$ cat src/rtl/ublock_share_loader.sv
// ublock_share_loader
//   Front-end sequencer for the 2-share uBlock-128/128 core. It accepts one
//   unmasked plaintext/key pair and splits each value into two Boolean shares
//   using fresh random words. It starts the core, captures the cipher shares
//   when the core reports done, and presents the result downstream.
//   Only one encryption is in flight at a time.
//
//   Optional feature, selected by the macro UBLOCK_UNMASK_EN:
//     defined   : out_data0 = cipher0 ^ cipher1 (recombined at capture), out_data1 = 0
//     undefined : out_data0 = cipher0, out_data1 = cipher1 (shares passed through)
module ublock_share_loader #(
  parameter int DW = 128
) (
  input  logic          clk,
  input  logic          rst,
  input  logic          in_valid,
  output logic          in_ready,
  input  logic [DW-1:0] in_plain,
  input  logic [DW-1:0] in_key,
  input  logic          rnd_valid,
  output logic          rnd_ready,
  input  logic [DW-1:0] rnd,
  output logic [DW-1:0] core_plain0,
  output logic [DW-1:0] core_plain1,
  output logic [DW-1:0] core_key0,
  output logic [DW-1:0] core_key1,
  output logic          core_start,
  input  logic          core_occupied,
  input  logic          core_done,
  input  logic [DW-1:0] core_cipher0,
  input  logic [DW-1:0] core_cipher1,
  output logic          out_valid,
  input  logic          out_ready,
  output logic [DW-1:0] out_data0,
  output logic [DW-1:0] out_data1
);

  typedef enum logic [2:0] {
    S_IDLE   = 3'd0,
    S_MASK_P = 3'd1,
    S_MASK_K = 3'd2,
    S_START  = 3'd3,
    S_WAIT   = 3'd4,
    S_OUT    = 3'd5
  } state_t;

  state_t        state_q, state_d;
  logic [DW-1:0] plain_q, plain_d;
  logic [DW-1:0] key_q, key_d;
  logic [DW-1:0] plain0_q, plain0_d;
  logic [DW-1:0] plain1_q, plain1_d;
  logic [DW-1:0] key0_q, key0_d;
  logic [DW-1:0] key1_q, key1_d;
  logic [DW-1:0] res0_q, res0_d;
  logic [DW-1:0] res1_q, res1_d;
  logic          in_ready_q, in_ready_d;
  logic          rnd_ready_q, rnd_ready_d;
  logic          out_valid_q, out_valid_d;

  // Boolean masking: the second share is the value XOR the mask (no carries).
  function automatic logic [DW-1:0] mask_share(input logic [DW-1:0] data,
                                               input logic [DW-1:0] mask);
    return data ^ mask;
  endfunction

  // Result word 0: recombined cipher or raw share 0, depending on the build.
  function automatic logic [DW-1:0] result_word0(input logic [DW-1:0] c0,
                                                 input logic [DW-1:0] c1);
`ifdef UBLOCK_UNMASK_EN
    return c0 ^ c1;
`else
    return c0 ^ {DW{1'b0}} ^ (c1 & {DW{1'b0}});
`endif
  endfunction

  // Result word 1: zero when recombined on chip, otherwise raw share 1.
  function automatic logic [DW-1:0] result_word1(input logic [DW-1:0] c1);
`ifdef UBLOCK_UNMASK_EN
    return c1 & {DW{1'b0}};
`else
    return c1;
`endif
  endfunction

  // Next-state, datapath update and start-pulse decode.
  always_comb begin
    state_d    = state_q;
    plain_d    = plain_q;
    key_d      = key_q;
    plain0_d   = plain0_q;
    plain1_d   = plain1_q;
    key0_d     = key0_q;
    key1_d     = key1_q;
    res0_d     = res0_q;
    res1_d     = res1_q;
    core_start = 1'b0;
    unique case (state_q)
      S_IDLE: begin
        if (in_valid) begin
          plain_d = in_plain;
          key_d   = in_key;
          state_d = S_MASK_P;
        end else begin
          state_d = S_IDLE;
        end
      end
      S_MASK_P: begin
        if (rnd_valid) begin
          plain0_d = rnd;
          plain1_d = mask_share(plain_q, rnd);
          state_d  = S_MASK_K;
        end else begin
          state_d = S_MASK_P;
        end
      end
      S_MASK_K: begin
        if (rnd_valid) begin
          key0_d  = rnd;
          key1_d  = mask_share(key_q, rnd);
          // The unmasked secrets are not kept while the core runs.
          plain_d = {DW{1'b0}};
          key_d   = {DW{1'b0}};
          state_d = S_START;
        end else begin
          state_d = S_MASK_K;
        end
      end
      S_START: begin
        // The start pulse depends on the live busy flag, so it is decoded
        // from the state register rather than registered a cycle late.
        if (!core_occupied) begin
          core_start = 1'b1;
          state_d    = S_WAIT;
        end else begin
          state_d = S_START;
        end
      end
      S_WAIT: begin
        if (core_done) begin
          res0_d  = result_word0(core_cipher0, core_cipher1);
          res1_d  = result_word1(core_cipher1);
          state_d = S_OUT;
        end else begin
          state_d = S_WAIT;
        end
      end
      S_OUT: begin
        if (out_ready) begin
          state_d = S_IDLE;
        end else begin
          state_d = S_OUT;
        end
      end
      default: begin
        state_d = S_IDLE;
      end
    endcase
    in_ready_d  = (state_d == S_IDLE);
    rnd_ready_d = (state_d == S_MASK_P) || (state_d == S_MASK_K);
    out_valid_d = (state_d == S_OUT);
  end

  // State, share, result and handshake-flag registers with synchronous reset.
  always_ff @(posedge clk) begin
    if (rst) begin
      state_q     <= S_IDLE;
      plain_q     <= {DW{1'b0}};
      key_q       <= {DW{1'b0}};
      plain0_q    <= {DW{1'b0}};
      plain1_q    <= {DW{1'b0}};
      key0_q      <= {DW{1'b0}};
      key1_q      <= {DW{1'b0}};
      res0_q      <= {DW{1'b0}};
      res1_q      <= {DW{1'b0}};
      in_ready_q  <= 1'b1;
      rnd_ready_q <= 1'b0;
      out_valid_q <= 1'b0;
    end else begin
      state_q     <= state_d;
      plain_q     <= plain_d;
      key_q       <= key_d;
      plain0_q    <= plain0_d;
      plain1_q    <= plain1_d;
      key0_q      <= key0_d;
      key1_q      <= key1_d;
      res0_q      <= res0_d;
      res1_q      <= res1_d;
      in_ready_q  <= in_ready_d;
      rnd_ready_q <= rnd_ready_d;
      out_valid_q <= out_valid_d;
    end
  end

  assign in_ready    = in_ready_q;
  assign rnd_ready   = rnd_ready_q;
  assign out_valid   = out_valid_q;
  assign core_plain0 = plain0_q;
  assign core_plain1 = plain1_q;
  assign core_key0   = key0_q;
  assign core_key1   = key1_q;
  assign out_data0   = res0_q;
  assign out_data1   = res1_q;

endmodule

$ cat config.mk
export PLATFORM = sky130hd
export DESIGN_NAME = ublock_share_loader
export DESIGN_NICKNAME = d
export VERILOG_FILES = /design/src/rtl/ublock_share_loader.sv
export SDC_FILE = /design/constraint.sdc
export NUM_CORES = 2
export LEC_CHECK = 0
export ABC_AREA = 1
export CAP_MARGIN = 15
export CORE_AREA = 10 10 551 553
export DETAILED_ROUTE_END_ITERATION = 8
export DIE_AREA = 0 0 561 563
export GPL_TIMING_DRIVEN = 0
export HOLD_SLACK_MARGIN = 0.03
export PLACE_DENSITY = 0.44
export SYNTH_ARGS = -nofsm -noshare
export SYNTH_HDL_FRONTEND = slang
export SYNTH_SLANG_ARGS = --single-unit
$ cat constraint.sdc
create_clock -name clk -period 1.4 [get_ports clk]
set_input_delay 0.21 -clock clk [delete_from_list [all_inputs] [get_ports clk]]
set_output_delay 0.21 -clock clk [all_outputs]
set_load 0.02 [all_outputs]
==> results_dict.tcl <==
set metrics [dict create \
    pre_cts_ws_ns -1.83 \
    p_per_area_nw_per_um2 1240 \
    timing.rr.end "out_data0[119]" \
    gp_congestion 0.965 \
    rows 199 \
    path_max_fanout 11 \
    status "complete, but fails checks" \
    maxSlewViolCount 0 \
    grt_pass1_wl_microns 411000 \
    synth_edf_count 0 \
    grt-ovfl-total 0 \
    clockRootBuffer "clkbuf_16" \
    reg2reg_from "state_q[2]" \
    antenna_found_initial 106 \
    tightest_slew_ns 1.17 \
    core_sq_um 293000 \
    via_per_inst 4.02 \
    wire_per_inst_microns 30.2 \
    finalCritPeriodShare 1.36 \
    p_leak_nw 26.9 \
    synthTopCellsByCount "dfxtp_1, a21oi_1, nand2_1, o21ai_0, nand3_1" \
    cts_buffers 139 \
    post-route-min-period_ns 1.90 \
    synth.area.top_cells "dfxtp_1, a21oi_1, nand2_1, o21ai_0, nand3_1" \
    skew_ns 0.0268 \
    crit_start "state_q[2]" \
    syn_inst 4647 \
    maxCapViolCount 0 \
    grt_max_degree 13 \
    die_area_sq_um 316000 \
    postLayoutCoreUtil 0.230 \
    yosysTopAreaCell "dfxtp_1" \
    criticalPathCategory "reg2reg" \
    ir_drop_v 0.000902 \
    die_x_microns 561 \
    ys_seq_area_frac 0.544 \
    cts_buffer_depth 4 \
    crit_arrival_ns 2.55 \
    drt_wl_total_microns 320000 \
    io_buffers 1416 \
    grt_pass1_vias 42400 \
    yosysWarnings 0 \
    postSynthAreaPerCell_sq_um 8.16 \
    synth_flop_cell "dfxtp_1" \
    ys_seq_elements 1030 \
    finalNonFillerCells 10600 \
    synth_fp_nets 5294 \
    setup_viol 1798 \
    cts.sinks 1030 \
    finalNetCount 7218 \
    final_layout_size_suffix_gt1_frac 0.127 \
    area_growth_pct 77.8 \
    use_met3 0.0600 \
    clock.fmax_ghz 0.526 \
    htreeDepth 4 \
    synth.top_cell.area_share 0.544 \
    cp-end-kind "flop" \
    ant_nets 0 \
    min_path_type "in2reg" \
    yosysMostFrequentCell "dfxtp_1" \
    rsz0062_at_grt "yes" \
    grt_busiest_layer "met2" \
    syn_area_sq_um 37900 \
    drt_iter0_drc 3485 \
    met1_usage 0.222 \
    cts_tree "done" \
    ios 1419 \
    dpl-instance-area_sq_um 57200 \
    cp.required_ns 2.05 \
    r2r_cells 6 \
    whs_ns 0.0617 \
    power.total_mw 83.3 \
    insertion_delay_ns 0.81 \
    fillers 32400 \
    clk_pin_slew_ns 0.06 \
    rrSetupSlack_ns -0.50 \
    drc 0 \
    finalHoldViolCount 0 \
    grt_usage 0.190 \
    dr_total_vias 42700 \
    start_util 0.130 \
    setup_ws_ns -0.500 \
    start_kind "flop" \
    dpl.cell_count 9990 \
    fin_setup_tns_ns -567.59 \
    endpoint "out_data0[119]" \
    fin_area_sq_um 67400 \
    violations "setup timing" \
    die_h_microns 563 \
    slew_headroom 0.217 \
    detailedPlacementHpwl_microns 259000 \
    ys_types 22 \
    async_flop_share 0 \
    drt-pass1-iter-count 6 \
    grt_util_met2 0.331 \
]
==> state kept, by name (all words and copies together), names as in the netlist, 3 cells and up <==
| name | count |
|---|---|
| out_data1 | 128 |
| plain_q | 128 |
| core_plain0 | 128 |
| core_plain1 | 128 |
| state_q | 3 |
| core_key0 | 128 |
| core_key1 | 128 |
| key_q | 128 |
| out_data0 | 128 |
==> worst min path at each step <==
stage                startpoint              to  cells after the start  slack, ns
3_5_place_dp     out_data0[111]  out_data0[111]                      2       0.44
2_1_floorplan         in_key[0]        key_q[0]                      2       0.36
4_1_cts        core_cipher0[84]   out_data0[84]                      3       0.03
3_3_place_gp      out_data0[57]   out_data0[57]                      2       0.43
6_report                    rst     plain_q[99]                      3       0.06
5_1_grt           in_plain[123]    plain_q[123]                      3       0.06
==> metal layers <==
metal / wire length, microns / vias to the layer above / part of all wire
li1: - / 19300 / -
met1: 126000 / 20900 / 0.39
met2: 154000 / 1981 / 0.48
met3: 27500 / 471 / 0.086
met4: 12600 / 80 / 0.039
met5: 513 / - / 0.0016
==> cell usage in the layout (no fill, tap or decap), drive strengths merged, types with 267 or more instances in the layout <==
| cell | netlist | final |
|---|---|---|
| clkbuf | 220 | 422 |
| buf | 153 | 284 |
| clkdlybuf4s50 | 0 | 644 |
| dlygate4sd2 | 0 | 688 |
| nand2 | 721 | 722 |
| o21ai | 514 | 514 |
| nor2 | 267 | 267 |
| dlygate4sd3 | 0 | 268 |
| nand3 | 319 | 319 |
| dfxtp | 1030 | 1030 |
| inv | 265 | 274 |
| a21oi | 899 | 899 |
==> cells by family after synthesis <==
group	Yosys count	synth area share
simple gates	1310	0.141
xor+xnor	256	0.0591
compound gates	1413	0.186
flops	1030	0.544
buf+inv	638	0.0697
==> final cells by class <==
type | instances | area [sq um] | share of cell area
sequential | 1030 | 20700 | 0.307
timing repair buffer | 1785 | 18000 | 0.267
multi-input combinational | 2980 | 15400 | 0.229
tap | 3919 | 4900 | 0.0727
clock buffer | 190 | 3900 | 0.0578
buffer | 370 | 2750 | 0.0408
inverter | 265 | 1040 | 0.0154
clock inverter | 50 | 574 | 0.00852
antenna | 33 | 82.6 | 0.00122
==> timing repair <==
action	CTS	global route
endpoints found under the setup margin	1801	1801
hold endpoints to repair	270	0
gates resized for setup	1578	372
cloned	27	8
pin swaps	84	9
setup buffers	52	10
hold buffers	268	0
==> critical path, stage by stage, from the launching register on <==
cell and delay, ns:
dfxtp_4 0.36, buf_4 0.14, nand3_4 0.07, buf_12 0.17, buf_4 0.32, buf_4 0.46
a21oi_1 0.14
==> power breakdown <==
part	leakage, nW	internal (mW)	switching, mW	total (mW)
Clock	2.20	20.9	15.1	36.1
Sequential	8.39	30.8	1.15	31.9
Combinational	16.3	6.30	9.00	15.3
Total	26.9	58.0	25.3	83.3
Power figures use the tool's default switching activity.
